$ cat config.mk
export PLATFORM = sky130hd
export DESIGN_NAME = motion_magnitude_seq
export DESIGN_NICKNAME = d
export VERILOG_FILES = /design/src/rtl/ps2_mouse_pkg.sv /design/src/rtl/isqrt_iter.sv /design/src/rtl/motion_magnitude_seq.sv
export SDC_FILE = /design/constraint.sdc
export NUM_CORES = 1
export LEC_CHECK = 0
export BUFFER_PORTS_ARGS = -buffer_cell sky130_fd_sc_hd__buf_2
export CAP_MARGIN = 5
export CORE_UTILIZATION = 40
export DETAILED_ROUTE_END_ITERATION = 10
export REMOVE_ABC_BUFFERS = 1
export SYNTH_ARGS = -nofsm -noshare
export SYNTH_HDL_FRONTEND = slang
export SYNTH_HIERARCHICAL = 1
export SYNTH_SLANG_ARGS = --single-unit
$ cat constraint.sdc
create_clock -name clk -period 4.2 [get_ports clk]
set_clock_uncertainty 0.1 [all_clocks]
set_input_delay 0.21 -clock clk [delete_from_list [all_inputs] [get_ports clk]]
set_output_delay 0.21 -clock clk [all_outputs]
set_load 0.1 [all_outputs]
$ cat src/rtl/ps2_mouse_pkg.sv
// Shared types and helpers for the PS/2 mouse datapath: FSM states, derived
// widths for the magnitude engine, and delta magnitude with overflow handling.
package ps2_mouse_pkg;

  typedef enum logic [1:0] {IDLE, SUM, ROOT, DONE} mm_state_e;

  function automatic int mw(int dw, int shift);
    return dw - shift;
  endfunction

  function automatic int sw(int dw, int shift);
    return 2 * mw(dw, shift) + 1;
  endfunction

  function automatic int rw(int dw, int shift);
    return mw(dw, shift) + 1;
  endfunction

  // |v| for a dw-bit two's complement value held zero-extended in v; the most
  // negative code yields 2^(dw-1), and the PS/2 overflow bit forces that value.
  function automatic logic [31:0] abs_ovf(logic [31:0] v, int dw, logic ovf);
    logic [31:0] full;
    full = 32'd1 << (dw - 1);
    if (ovf) return full;
    if ((v & full) != 32'd0) return (full << 1) - v;
    return v;
  endfunction

endpackage

$ cat src/rtl/isqrt_iter.sv
// Restoring digit-by-digit integer square root, one result bit per cycle,
// MSB first. Radicand must be held stable by the caller while busy.
module isqrt_iter
  import ps2_mouse_pkg::*;
#(
  parameter int SW = 11,
  parameter int RW = 6
) (
  input  logic          clk,
  input  logic          rst_n,
  input  logic          start,
  input  logic [SW-1:0] rad,
  output logic [RW-1:0] root,
  output logic [RW:0]   rem,
  output logic          done
);
  localparam int XW = 2 * RW;
  localparam int CW = $clog2(RW);

  logic [XW-1:0] radx;
  logic [CW-1:0] cnt;
  logic          busy;
  logic [1:0]    pair;
  logic [RW+2:0] t, trial;

  assign radx  = XW'(rad);
  assign pair  = 2'(radx >> {cnt, 1'b0});
  assign t     = {rem, pair};
  assign trial = (RW+3)'({root, 2'b01});

  always_ff @(posedge clk) begin
    if (!rst_n) begin
      busy <= 1'b0;
      done <= 1'b0;
      cnt  <= '0;
      root <= '0;
      rem  <= '0;
    end else begin
      done <= 1'b0;
      if (start) begin
        root <= '0;
        rem  <= '0;
        cnt  <= CW'(RW - 1);
        busy <= 1'b1;
      end else if (busy) begin
        if (t >= trial) begin
          rem  <= (RW+1)'(t - trial);
          root <= {root[RW-2:0], 1'b1};
        end else begin
          rem  <= (RW+1)'(t);
          root <= {root[RW-2:0], 1'b0};
        end
        if (cnt == '0) begin
          busy <= 1'b0;
          done <= 1'b1;
        end else begin
          cnt <= cnt - 1'b1;
        end
      end
    end
  end

endmodule

$ cat src/rtl/motion_magnitude_seq.sv
// Sequential magnitude of a PS/2 movement vector: handshake FSM, abs/scale/
// square stage, iterative root and optional round-to-nearest.
module motion_magnitude_seq
  import ps2_mouse_pkg::*;
#(
  parameter  int DW    = 9,
  parameter  int SHIFT = 4,
  parameter  int ROUND = 0,
  localparam int MW    = mw(DW, SHIFT),
  localparam int SW    = sw(DW, SHIFT),
  localparam int RW    = rw(DW, SHIFT)
) (
  input  logic          clk,
  input  logic          rst_n,
  input  logic          in_valid,
  output logic          in_ready,
  input  logic [DW-1:0] x_axis,
  input  logic [DW-1:0] y_axis,
  input  logic          x_ovf,
  input  logic          y_ovf,
  output logic          out_valid,
  input  logic          out_ready,
  output logic [RW-1:0] out_mag
);
  mm_state_e     state_q, state_d;
  logic [MW-1:0] mx, my, mx_n, my_n;
  logic [SW-1:0] s_reg, sum_n;
  logic [RW-1:0] root_q, mag_n;
  logic [RW:0]   rem_q;
  logic          sq_done;

  assign mx_n  = MW'(abs_ovf(32'(x_axis), DW, x_ovf) >> SHIFT);
  assign my_n  = MW'(abs_ovf(32'(y_axis), DW, y_ovf) >> SHIFT);
  assign sum_n = SW'(mx) * SW'(mx) + SW'(my) * SW'(my);

  // rem > root means s >= (root+0.5)^2, i.e. the true root rounds up.
  assign mag_n = (ROUND != 0 && rem_q > (RW+1)'(root_q) && root_q != '1)
                 ? RW'(root_q + 1'b1) : root_q;

  isqrt_iter #(.SW(SW), .RW(RW)) u_isqrt (
    .clk   (clk),
    .rst_n (rst_n),
    .start (state_q == SUM),
    .rad   (s_reg),
    .root  (root_q),
    .rem   (rem_q),
    .done  (sq_done)
  );

  always_ff @(posedge clk) begin
    if (!rst_n) begin
      state_q <= IDLE;
      mx      <= '0;
      my      <= '0;
      s_reg   <= '0;
      out_mag <= '0;
    end else begin
      state_q <= state_d;
      if (state_q == IDLE && in_valid) begin
        mx <= mx_n;
        my <= my_n;
      end
      if (state_q == SUM) s_reg <= sum_n;
      if (state_q == ROOT && sq_done) out_mag <= mag_n;
    end
  end

  always_comb begin
    state_d = state_q;
    case (state_q)
      IDLE:    if (in_valid)  state_d = SUM;
      SUM:                    state_d = ROOT;
      ROOT:    if (sq_done)   state_d = DONE;
      DONE:    if (out_ready) state_d = IDLE;
      default:                state_d = IDLE;
    endcase
  end

  assign in_ready  = (state_q == IDLE);
  assign out_valid = (state_q == DONE);

endmodule

# Yosys cells after proc, flatten, opt, wreduce, memory -nomap -nowiden
# Cells that the tools add are included.
dict set report word_totals {
  register_bits 47
  input_bits 24
  wordCells 67
}
dict set report classes {
  add_sub_neg 5
  n_mul 2
  magnitude_cmp 1
  n_eq_ne 7
  shifts 1
  muxes 27
  bitwise_logic 3
  n_reduce_logical 10
}
# cell n
set op_table {}
lappend op_table {{$mux 9} 8}
lappend op_table {{$mul 5x5->10} 2}
lappend op_table {{$sub 1x9->9 const A} 2}
lappend op_table {{$add 10x10->11} 1}
lappend op_table {{$mux 1} 11}
lappend op_table {{$shr 11x4->2} 1}
lappend op_table {{$ge 9x8->1} 1}
lappend op_table {{$mux 3} 3}
lappend op_table {{$pmux 2 s4} 1}
lappend op_table {{$mux 7} 1}
lappend op_table {{$sub 7x7->7} 1}
lappend op_table {{$mux 2} 3}
lappend op_table {{$ne 2x1->1 const B} 3}
lappend op_table {{$eq 2x2->1 const B} 2}
lappend op_table {{$reduce_and 2->1} 2}
lappend op_table {{$logic_not 3->1} 1}
lappend op_table {{$not 1->1} 3}
lappend op_table {{$reduce_and 3->1} 1}
lappend op_table {{$reduce_or 3->1} 1}
lappend op_table {{$sub 3x1->3 const B} 1}
lappend op_table {{$eq 2x1->1 const B} 1}
lappend op_table {{$logic_and 1x1->1} 2}
lappend op_table {{$logic_not 2->1} 1}
lappend op_table {{$ne 2x2->1 const B} 1}
lappend op_table {{other kinds (2)} 2}

# Longest topological paths before layout
# Gate-level depths: netlist of run 1.
dict set report depth {
  ltp_word 4
  depth_mapped 14
  depth_no_buf 14
}

# Cells and area by module
# Netlist of run 1, hierarchy kept.
# mod instances cells_each area_each_um2 seq_area_each_um2
set by_module_without_submodules {}
lappend by_module_without_submodules {motion_magnitude_seq 1 293 2618.8 580.6}
lappend by_module_without_submodules {isqrt_iter 1 160 1272.5 360.3}

# Worst setup path after synthesis of run 1
# No wires, ideal clock.
dict set report synth_timing {
  kind {register to register}
  startpoint {register my[3]}
  endpoint {register s_reg[9]}
  setup_time_ps 125
  arrival_time_ps 4269
  t_required_ps 3975
  path_slack_ps -294
  path_stages_with_launch 15
  path_buffers 0
  synth_period_minus_slack_ps 4494
  cell_sequence {dfxtp_1 nand2_1 inv_1 fa_1 fa_1 inv_1 fa_1 inv_1 fa_1 fa_1 ha_1 o21a_1 a2111oi_2 nor3_1 nand3b_1}
}
dict set report synth_between {
  elab_chain_cells 2
}
# item line
set synth_lines {}
lappend synth_lines {{from (decl)} motion_magnitude_seq.sv:26} ;# logic [MW-1:0] mx, my, mx_n, my_n;
lappend synth_lines {{from (signal assigned)} motion_magnitude_seq.sv:61} ;# my <= my_n;
lappend synth_lines {{$mul 5x5->10} motion_magnitude_seq.sv:34} ;# assign sum_n = SW'(mx) * SW'(mx) + SW'(my) * SW'(my);
lappend synth_lines {{$add 10x10->11} motion_magnitude_seq.sv:34}
lappend synth_lines {{to (signal assigned)} motion_magnitude_seq.sv:63} ;# if (state_q == SUM) s_reg <= sum_n;
lappend synth_lines {{to (decl)} motion_magnitude_seq.sv:27} ;# logic [SW-1:0] s_reg, sum_n;
# Every way passes these cells.
# A chain may end at the register's enable or synchronous reset.

# Worst setup path after layout of run 1
dict set report layout_timing {
  startpoint {register my[1]}
  endpoint {register s_reg[7]}
}
# The elaborated chain is that of the path after synthesis.

==> results of run 1 <==
area by class of cell:
type | count | share of cell area [%]
multi-input combinational | 338 | 61.8
clock buffer | 5 | 1.53
clock inverter | 3 | 1.03
tap | 129 | 3.60
timing repair buffer | 49 | 6.64
inverter | 51 | 4.27
sequential | 47 | 21.1
synthesized netlist by cell type, drive strengths merged (5+ instances only):
library cell / instances / area share [%]
inv: 51 / 4.9
dfxtp: 47 / 24
ha: 43 / 14
nor2: 31 / 3.0
nand2: 25 / 2.4
nand3: 24 / 3.1
fa: 21 / 11
o21ai: 20 / 2.7
a21oi: 19 / 2.4
and2: 17 / 2.7
nor3: 14 / 1.8
clkbuf: 12 / 1.2
mux2i: 12 / 3.1
a31oi: 9 / 1.4
nor2b: 8 / 1.3
a211oi: 7 / 1.4
a21o: 7 / 1.4
nand2b: 7 / 1.1
o21a: 6 / 1.2
o31ai: 6 / 1.2
or4: 6 / 1.4
xnor2: 6 / 1.4
buf: 5 / 0.96
o211ai: 5 / 0.96
o41ai: 5 / 1.6
metrics by stage:
step / worst slack [ps] / total power [mW]
global route: -332 / 2.29
CTS: -185 / 2.12
detailed placement: -420 / 1.74
global placement: -359 / 1.73
floorplan: -294 / 1.46
finish: -191 / 2.12
metal layers:
| layer | GRT usage [%] | routed length, um |
|---|---|---|
| met1 | 25.0 | 4480 |
| met4 | 4.01 | 64 |
| met3 | 2.22 | 227 |
| met5 | 0 | 0 |
| met2 | 30.1 | 3880 |
how the worst min path moves through the flow:
stage / cells past startpoint / from / endpoint / slack [ps]
floorplan: 1 / x_ovf / mx[1] / 210
global placement: 2 / out_mag[3] / out_mag[3] / 340
detailed placement: 2 / out_mag[3] / out_mag[3] / 350
CTS: 2 / x_ovf / mx[1] / 80
global route: 2 / x_ovf / mx[1] / 90
finish: 2 / x_ovf / mx[1] / 80
kinds of logic after synthesis:
kind of cell	Yosys count	synth area share, %
buffers and inverters	68	7.04
AND/OR/NAND/NOR	149	19.8
flip-flops	47	24.2
AO/OA/AOI/OAI	104	19.2
multiplexers	12	3.09
adder cells (fa/ha/maj)	64	24.6
XOR/XNOR	9	2.03
worst max-delay path: stages, from the launching register on:
cell,delay (ps)
sky130_fd_sc_hd__dfxtp_2,350
sky130_fd_sc_hd__nand2_2,70
sky130_fd_sc_hd__fa_1,550
sky130_fd_sc_hd__inv_2,40
sky130_fd_sc_hd__fa_1,540
sky130_fd_sc_hd__inv_2,40
sky130_fd_sc_hd__fa_1,490
sky130_fd_sc_hd__inv_1,50
sky130_fd_sc_hd__fa_1,460
sky130_fd_sc_hd__fa_1,540
sky130_fd_sc_hd__ha_4,220
sky130_fd_sc_hd__o21a_4,210
sky130_fd_sc_hd__a21o_1,200
sky130_fd_sc_hd__a2111o_1,380
sky130_fd_sc_hd__o211ai_1,90
repair_timing:
action | CTS | global route
buffers inserted | 1 | 0
endpoints found under the setup margin | 7 | 7
pin swaps | 15 | 3
resized for setup | 18 | 8
report_power, final:
part	total (mW)	internal (mW)	switching, mW
clock network	0.350	0.180	0.170
logic	1.16	0.463	0.695
registers	0.617	0.522	0.0952
total	2.12	1.16	0.960
==> key figures, run 1 <==
Die
  • Top-level port count: 32
  • Full die area: 10100 um2
  • Number of placement rows: 35
  • Die H: between 100 and 150 um
  • Starting density of the core: about two fifths
  • CORE AREA: 9330 um2
  • DIE WIDTH: 101 um

Timing
  • Maximum clock frequency: between 200 and 250 MHz
  • Share of the clock period used by the worst path: 105%
  • Worst slew margin relative to its limit: 42.3%
  • Clock period minus final worst setup slack: between 4000 and 5000 ps
  • Number of endpoints with negative hold slack in the final report: 0
  • Setup TNS: -680 ps
  • Unrepaired setup endpoints after global routing: yes
  • Slew @ Worst Pin: 864 ps
  • Final Hold Slack: approximately 81 ps
  • Final setup violating endpoints: 6
  • Max-slew violation count: 0
  • Final setup margin: -191 ps

Worst setup path
  • Worst endpoint data arrival time: 4520 ps
  • Capture instance of the worst register-to-register path: s_reg[7]
  • Destination of the critical timing path: s_reg[7]
  • Critical R2R Launch: my[1]
  • Beginning of the critical path: my[1]
  • Crit Path Max Fanout: 3
  • Critical path startpoint category: flop
  • Worst reg2reg setup slack: -190 ps
  • Setup Crit Path Kind: flop to flop
  • Critical path endpoint category: flop
  • Worst path required time: 4330 ps
  • Reg2reg path depth: 14

Routing
  • Detailed Routing Iterations Pass 1: 4
  • Post-detailed-route wirelength per cell: 13.9 um
  • DRC violation total after the first TritonRoute iteration: between 150 and 200
  • Routed via count divided by cell count: approximately 5.3
  • DRC violation count after routing: 0
  • Post-detailed-routing wire length: between 8000 and 9000 um
  • Via count of the routed design: 3286
  • Post-route ant nets: 0

Final layout
  • Count of antenna diodes in the layout: 0
  • Cell area after layout: roughly 4500 um2
  • Share of layout cells above drive strength 1: 17.2%
  • Non-filler cells, final: just over 600
  • Top library cells by usage in the layout, fill and taps aside: sky130_fd_sc_hd__inv_1, sky130_fd_sc_hd__dfxtp_1, sky130_fd_sc_hd__ha_1
  • Number of flip-flops under the largest register name: 11
  • # nets final: 580
  • Multi-input gate area: 2770 um2
  • Leading cell type in the layout, fill and taps excluded: sky130_fd_sc_hd__inv_1
  • Layout filler cell count: just over 900
  • Fin util: about half
  • Synth-to-layout area growth: 15.2%
  • Footprint of the flip-flops and latches: around 950 um2

Worst hold path
  • Kind of path behind the tightest hold check: input pin to flop

GRT
  • Pin count of the biggest net entering global routing: 26
  • GR Overflow Total: 0
  • Number of global-route vias before repair: between 3k and 4k
  • GRT Resource Usage Total: approximately 18%
  • Initial antenna violation count: 0
  • First-pass GRT wire length: 14700 um

Place
  • Half-perimeter wire length after detailed placement: 6790 um
  • Placed cell area: approximately 4300 um2
  • Count of buffers from port buffering: 31
  • Inst Count DP: between 600 and 700
  • Routability congestion estimate: slightly above 0.8

Clock network
  • Clock insertion delay at the later pin of the skew report: approximately 300 ps
  • Clock tree from TritonCTS: done
  • CTS buffer count: 5
  • CTS hold repair buffers: 0
  • Clock transition at the register clock pins on the worst setup and hold paths after CTS: around 100 ps
  • Total clock sinks: 47
  • # H-tree levels: 2
  • Worst-case clock buffer depth: 2
  • Clock tree root buffer cell: sky130_fd_sc_hd__clkbuf_8

Logic synthesis
  • Count of synthesis-stage warnings from yosys: 6
  • Number of flops mapped to enable cells by yosys: 0
  • Netlist area before placement: about 3900 um2
  • Flip-flop and latch count after synthesis: 47
  • Sequential cell area fraction in the yosys report: 24.2%
  • Share of synthesized flip-flops with an asynchronous set or reset: 0%
  • Gate Count Post-Synth: between 400 and 500
  • Predominant post-synthesis flop cell: sky130_fd_sc_hd__dfxtp_1
  • Number of distinct library cell variants in the gate-level netlist after synthesis: between 50 and 60
  • Average size of a mapped cell: 8.59 um2

Run
  • # Max-Cap Violations: 0

Pwr
  • Power per standard cell area: around 470 nW/um2
  • Leakage power: just over 2 nW
  • Maximum vdd drop: around 0.00061 V

Run status
  • Result of the run: complete, but fails checks
  • Violated checks: setup timing
Note: power is estimated with default switching activity, not from simulation.
==> run 2, diff against run 1 <==
--- a/config.mk
+++ b/config.mk
@@ -7,8 +7,9 @@
 export LEC_CHECK = 0
 export BUFFER_PORTS_ARGS = -buffer_cell sky130_fd_sc_hd__buf_2
 export CAP_MARGIN = 5
-export CORE_UTILIZATION = 40
+export CORE_UTILIZATION = 50
 export DETAILED_ROUTE_END_ITERATION = 10
+export PLACE_DENSITY = 0.71
 export REMOVE_ABC_BUFFERS = 1
 export SYNTH_ARGS = -nofsm -noshare
 export SYNTH_HDL_FRONTEND = slang
==> run 2 against run 1 <==
Effect of this change: flip-flop and latch count did not move; register-to-register slack improved by 40 ps; clock power is 17% lower; largest cell class unchanged; maximum frequency rose by 0.92%; critical path type unchanged; design area is 1.1% lower; the flow still finishes with violations (setup timing).
==> key figures, run 2 (same netlist as run 1, synthesis figures left out) <==
Run status
  • Result of the run: complete, but fails checks (unchanged)
  • Violated checks: setup timing (unchanged)

Worst hold path
  • Kind of path behind the tightest hold check: input pin to flop (unchanged)

Clock network
  • # H-tree levels: 2 (unchanged)
  • Clock tree from TritonCTS: done (unchanged)
  • Clock tree root buffer cell: sky130_fd_sc_hd__clkbuf_8 (unchanged)
  • Clock transition at the register clock pins on the worst setup and hold paths after CTS: 90 ps (was 100 ps)
  • Worst-case clock buffer depth: 2 (unchanged)
  • Clock insertion delay at the later pin of the skew report: 300 ps (about the same)
  • CTS buffer count: 5 (unchanged)
  • Total clock sinks: 47 (unchanged)

GRT
  • Initial antenna violation count: 0 (unchanged)
  • First-pass GRT wire length: 14900 um (was 14700 um)
  • GR Overflow Total: 0 (unchanged)
  • Met1 usage: 29.8% (was 25.0%)
  • Busiest layer in global routing: met2 (unchanged)
  • GRT Resource Usage Total: 22.2% (was 18.1%)
  • Pin count of the biggest net entering global routing: 26 (unchanged)
  • GR Layer Usage met2: 37.0% (was 30.1%)
  • Met3 Use GR: 1.95% (was 2.22%)
  • Number of global-route vias before repair: 3292 (was 3236)

Pwr
  • Maximum vdd drop: 0.000460 V (was 0.000607 V)
  • Leakage power: 2.02 nW (was 2.03 nW)
  • Power after layout: 2.09 mW (was 2.12 mW)
  • Power per standard cell area: 471 nW/um2 (was 474 nW/um2)

Routing
  • DRC violation count after routing: 0 (unchanged)
  • Post-route ant nets: 0 (unchanged)
  • Routed via count divided by cell count: 5.65 (was 5.28)
  • Post-detailed-routing wire length: 8670 um (was 8650 um)
  • DRC violation total after the first TritonRoute iteration: 134 (was 151)
  • Detailed Routing Iterations Pass 1: 4 (unchanged)
  • Post-detailed-route wirelength per cell: 14.6 um (was 13.9 um)
  • Via count of the routed design: 3351 (was 3286)

Timing
  • Max-slew violation count: 0 (unchanged)
  • Final setup violating endpoints: 6 (unchanged)
  • Clock period minus final worst setup slack: 4350 ps (was 4390 ps)
  • Final Hold Slack: 73.4 ps (was 80.8 ps)
  • Number of endpoints with negative hold slack in the final report: 0 (unchanged)
  • Maximum clock frequency: 230 MHz (was 228 MHz)
  • Slew @ Worst Pin: 843 ps (was 864 ps)
  • Setup TNS: -467 ps (was -680 ps)
  • Worst slew margin relative to its limit: 43.8% (was 42.3%)
  • Share of the clock period used by the worst path: 104% (was 105%)
  • Unrepaired setup endpoints after global routing: yes (unchanged)
  • Final setup margin: -151 ps (was -191 ps)

Worst setup path
  • Critical path endpoint category: flop (unchanged)
  • Critical path cell sequence: nand2_2 -> fa_1 -> inv_2 -> fa_1 -> inv_1 -> fa_1 -> inv_1 -> fa_1 -> fa_1 -> ha_4 -> a211o_4 -> a21o_1 -> a2111o_1 -> o211ai_1 (was nand2_2 -> fa_1 -> inv_2 -> fa_1 -> inv_2 -> fa_1 -> inv_1 -> fa_1 -> fa_1 -> ha_4 -> o21a_4 -> a21o_1 -> a2111o_1 -> o211ai_1)
  • Critical Path Max Stage Delay: 550 ps (about the same)
  • Setup Crit Path Kind: flop to flop (unchanged)
  • Crit Path Max Fanout: 4 (was 3)
  • Cell repeated most along the worst path: sky130_fd_sc_hd__fa_1 (unchanged)
  • Master of the slowest instance on the critical path: sky130_fd_sc_hd__fa_1 (unchanged)
  • Worst endpoint data arrival time: 4480 ps (was 4520 ps)
  • Critical path startpoint category: flop (unchanged)
  • Worst path required time: 4330 ps (about the same)

Final layout
  • Fin util: 60.2% (was 48.1%)
  • Count of antenna diodes in the layout: 0 (unchanged)
  • Top library cells by usage in the layout, fill and taps aside: sky130_fd_sc_hd__inv_1, sky130_fd_sc_hd__dfxtp_1, sky130_fd_sc_hd__ha_1 (unchanged)
  • Leading cell type in the layout, fill and taps excluded: sky130_fd_sc_hd__inv_1 (unchanged)
  • Share of layout cells above drive strength 1: 17.0% (was 17.2%)
  • # nets final: 581 (was 580)
  • Number of flip-flops under the largest register name: 11 (unchanged)
  • Non-filler cells, final: 593 (was 622)
  • Synth-to-layout area growth: 14.0% (was 15.2%)
  • Cell area after layout: 4430 um2 (was 4480 um2)

Die
  • Die H: 90.2 um (was 101 um)
  • Number of placement rows: 31 (was 35)
  • CORE AREA: 7370 um2 (was 9330 um2)
  • Full die area: 8140 um2 (was 10100 um2)
  • Starting density of the core: 52.8% (was 41.7%)
  • Top-level port count: 32 (unchanged)
  • DIE WIDTH: 90.2 um (was 101 um)

Place
  • Half-perimeter wire length after detailed placement: 6730 um (was 6790 um)
  • Placed cell area: 4220 um2 (was 4250 um2)
  • Routability congestion estimate: 0.862 (was 0.815)
  • Inst Count DP: 583 (was 613)
  • Count of buffers from port buffering: 31 (unchanged)
  • Pre-CTS setup slack: -396 ps (was -420 ps)

Run
  • # Max-Cap Violations: 0 (unchanged)
[run 2: final timing paths]
check	start	endpoint	slack, ps	depth (start not counted)
min reg2reg	out_mag[1]	out_mag[1]	360	2
max reg2reg	my[1]	s_reg[7]	-150	14
max	my[1]	s_reg[7]	-150	14
min	x_ovf	mx[1]	70	2
[run 2: report_power, final]
part	total (mW)	internal, mW	switching, mW
logic	1.18	0.471	0.706
clock network	0.292	0.135	0.158
registers	0.620	0.522	0.0979
total	2.09	1.13	0.961
[run 2: cell type report]
cell class | instances | area (um2)
fill | 660 | 2940
multi-input combinational | 338 | 2770
sequential | 47 | 946
timing repair buffer | 50 | 302
inverter | 51 | 191
tap | 99 | 124
clock buffer | 6 | 82.6
clock inverter | 2 | 16.3
[run 2: worst max-delay path: cells and delay by family (launching register included)]
family | cells | cell delay (ps)
buffers and inverters | 3 | 140
AO/OA/AOI/OAI | 4 | 920
flip-flops | 1 | 340
adder cells (fa/ha/maj) | 6 | 2710
AND/OR/NAND/NOR | 1 | 70
[run 2: metal layers]
layer | vias to the layer above | routed length [um]
li1 | 1671 | -
met1 | 1583 | 4150
met2 | 81 | 4050
met3 | 16 | 283
met4 | 0 | 187
met5 | - | 0
[run 2: what timing repair did]
| item | in CTS | in global routing |
|---|---|---|
| hold buffers | 0 | 0 |
| pin swaps | 18 | 5 |
| endpoints found under the setup margin | 7 | 7 |
| gates resized for setup | 14 | 9 |
| buffers inserted | 3 | 0 |
==> run 3, diff against run 2 <==
--- a/config.mk
+++ b/config.mk
@@ -9,7 +9,8 @@
 export CAP_MARGIN = 5
 export CORE_UTILIZATION = 50
 export DETAILED_ROUTE_END_ITERATION = 10
-export PLACE_DENSITY = 0.71
+export PLACE_DENSITY = 0.69
+export RECOVER_POWER = 50
 export REMOVE_ABC_BUFFERS = 1
 export SYNTH_ARGS = -nofsm -noshare
 export SYNTH_HDL_FRONTEND = slang
==> constraint.sdc (replaced) <==
create_clock -name clk -period 4.8 [get_ports clk]
set_clock_uncertainty 0.1 [all_clocks]
set_input_delay 0.24 -clock clk [delete_from_list [all_inputs] [get_ports clk]]
set_output_delay 0.24 -clock clk [all_outputs]
set_load 0.1 [all_outputs]
==> run 3 against run 2 <==
Effect of this change: non-clock buffer count down 19; the run now ends clean; routed wire length down 5.8%; first-iteration DRC count down 24%; combinational power down 19%; critical path depth unchanged; sequential power down 11%; total power down 13%; largest cell class unchanged; highest routed layer unchanged.
==> key figures, run 3 (same netlist as run 1, synthesis figures left out) <==
Run status
  • Result of the run: finished clean (was complete, but fails checks)

Clock network
  • Clock insertion delay at the later pin of the skew report: 310 ps (was 300 ps)
  • Clock tree root buffer cell: sky130_fd_sc_hd__clkbuf_8 (unchanged)
  • Total clock sinks: 47 (unchanged)
  • Worst-case clock buffer depth: 2 (unchanged)
  • Post-cts resize count: 0 (was 14)
  • Clock tree from TritonCTS: done (unchanged)
  • # H-tree levels: 2 (unchanged)
  • CTS hold repair buffers: 0 (unchanged)
  • Clock transition at the register clock pins on the worst setup and hold paths after CTS: 90 ps (about the same)
  • CTS buffer count: 5 (unchanged)
  • Setup Fix Bufs, Post-CTS: 0 (was 3)

GRT
  • Pin count of the biggest net entering global routing: 26 (unchanged)
  • First-pass GRT wire length: 14200 um (was 14900 um)
  • GR Overflow Total: 0 (unchanged)
  • Number of global-route vias before repair: 3124 (was 3292)
  • GRT Resource Usage Total: 21.1% (was 22.2%)
  • Initial antenna violation count: 0 (unchanged)

Worst setup path
  • Worst path required time: 4930 ps (was 4330 ps)
  • Critical Path Max Stage Delay: 550 ps (about the same)
  • Worst reg2reg setup slack: 220 ps (was -150 ps)
  • Worst endpoint data arrival time: 4710 ps (was 4480 ps)
  • Number of gates on the worst path with buffers counted: 14 (unchanged)
  • Setup Crit Path Kind: flop to flop (unchanged)
  • Kind of cell with the highest combined delay on the critical path: adder cells (unchanged)
  • Cell repeated most along the worst path: sky130_fd_sc_hd__fa_1 (unchanged)
  • Critical path startpoint category: flop (unchanged)
  • Critical path endpoint category: flop (unchanged)
  • Reg2reg path depth: 14 (unchanged)
  • Master of the slowest instance on the critical path: sky130_fd_sc_hd__fa_1 (unchanged)
  • Buffering stage count on the worst path with inverters included: 3 (unchanged)
  • Critical path cell sequence: nand2_1 -> inv_1 -> fa_1 -> fa_1 -> inv_1 -> fa_1 -> inv_1 -> fa_1 -> fa_1 -> ha_4 -> a211o_1 -> a21o_1 -> a2111o_1 -> o211ai_1 (was nand2_2 -> fa_1 -> inv_2 -> fa_1 -> inv_1 -> fa_1 -> inv_1 -> fa_1 -> fa_1 -> ha_4 -> a211o_4 -> a21o_1 -> a2111o_1 -> o211ai_1)
  • Crit Path Max Fanout: 6 (was 4)

Final layout
  • Synth-to-layout area growth: 8.75% (was 14.0%)
  • Leading cell type in the layout, fill and taps excluded: sky130_fd_sc_hd__inv_1 (unchanged)
  • # nets final: 562 (was 581)
  • Top library cells by usage in the layout, fill and taps aside: sky130_fd_sc_hd__inv_1, sky130_fd_sc_hd__ha_1, sky130_fd_sc_hd__dfxtp_1 (was sky130_fd_sc_hd__inv_1, sky130_fd_sc_hd__dfxtp_1, sky130_fd_sc_hd__ha_1)
  • Share of layout cells above drive strength 1: 10.1% (was 17.0%)
  • Count of antenna diodes in the layout: 0 (unchanged)
  • Number of flip-flops under the largest register name: 11 (unchanged)

Pwr
  • Power per standard cell area: 429 nW/um2 (was 471 nW/um2)
  • Leakage power: 1.89 nW (was 2.02 nW)
  • Maximum vdd drop: 0.000540 V (was 0.000460 V)

Timing
  • Setup TNS: 0 ps (was -467 ps)
  • Final Hold Slack: 106 ps (was 73.4 ps)
  • Number of endpoints with negative hold slack in the final report: 0 (unchanged)
  • Share of the clock period used by the worst path: 95.4% (was 104%)
  • Final setup margin: 219 ps (was -151 ps)
  • Final setup violating endpoints: 0 (was 6)
  • Worst slew margin relative to its limit: 21.0% (was 43.8%)
  • Maximum clock frequency: 218 MHz (was 230 MHz)
  • Clock period minus final worst setup slack: 4580 ps (was 4350 ps)
  • Unrepaired setup endpoints after global routing: no (was yes)
  • Max-slew violation count: 0 (unchanged)
  • Slew @ Worst Pin: 1190 ps (was 843 ps)

Die
  • Number of placement rows: 31 (unchanged)
  • Full die area: 8140 um2 (unchanged)
  • DIE WIDTH: 90.2 um (unchanged)
  • Die H: 90.2 um (unchanged)
  • CORE AREA: 7370 um2 (unchanged)
  • Top-level port count: 32 (unchanged)
  • Starting density of the core: 52.8% (unchanged)

Run
  • # Max-Cap Violations: 0 (unchanged)

Routing
  • Detailed Routing Iterations Pass 1: 4 (unchanged)
  • Post-detailed-routing wire length: 8160 um (was 8670 um)
  • DRC violation total after the first TritonRoute iteration: 102 (was 134)
  • Routed via count divided by cell count: 5.61 (was 5.65)
  • Via count of the routed design: 3222 (was 3351)
  • Post-detailed-route wirelength per cell: 14.2 um (was 14.6 um)
  • DRC violation count after routing: 0 (unchanged)
  • Post-route ant nets: 0 (unchanged)

Place
  • Half-perimeter wire length after detailed placement: 6400 um (was 6730 um)
  • Routability congestion estimate: 0.897 (was 0.862)
  • Count of buffers from port buffering: 31 (unchanged)
  • Pre-CTS setup slack: 86.4 ps (was -396 ps)

Worst hold path
  • Kind of path behind the tightest hold check: input pin to flop (unchanged)
  • Hold Crit Depth: 2 (unchanged)
[run 3: worst paths after layout]
kind	endpoint	from
worst max-delay path	s_reg[7]	my[0]
worst min register to register	out_mag[0]	out_mag[0]
worst min-delay path	mx[1]	x_ovf
worst max register to register	s_reg[7]	my[0]
[run 3: report_power, final]
| part | switching, mW | internal [mW] | leakage, nW |
|---|---|---|---|
| Sequential | 0.0919 | 0.458 | 0.384 |
| Clock | 0.146 | 0.158 | 0.0587 |
| Combinational | 0.587 | 0.374 | 1.45 |
[run 3: cell type report]
cell class	count	area (um2)
Tap cell	99	124
Sequential cell	47	948
Multi-Input combinational cell	338	2710
Clock inverter	3	47.5
Timing Repair Buffer	31	145
Fill cell	687	3140
Inverter	51	191
Clock buffer	5	68.8
[run 3: worst reg2reg max path: cells and delay by family, from the launching register on]
kind / cells / cell delay [ps]
flops: 1 / 350
fa+ha+maj: 6 / 2770
buf+inv: 3 / 170
compound gates: 4 / 1020
simple gates: 1 / 110
[run 3: stage by stage]
step           area, um2  power [mW]  cells  util, %
6_report            4230        1.81    574     57.4
5_1_grt             4230        1.96    574     57.4
4_1_cts             4200        1.81    574     57.0
3_5_place_dp        4090        1.50    566     55.5
3_3_place_gp        4090        1.48    566     55.5
2_1_floorplan       3810        1.27    436        -
[run 3: metal layers]
metal	track usage (%)	share of wire [%]
met5	0	0
met3	3.13	4.1
met1	29.0	50
met4	6.85	1.0
met2	33.8	44
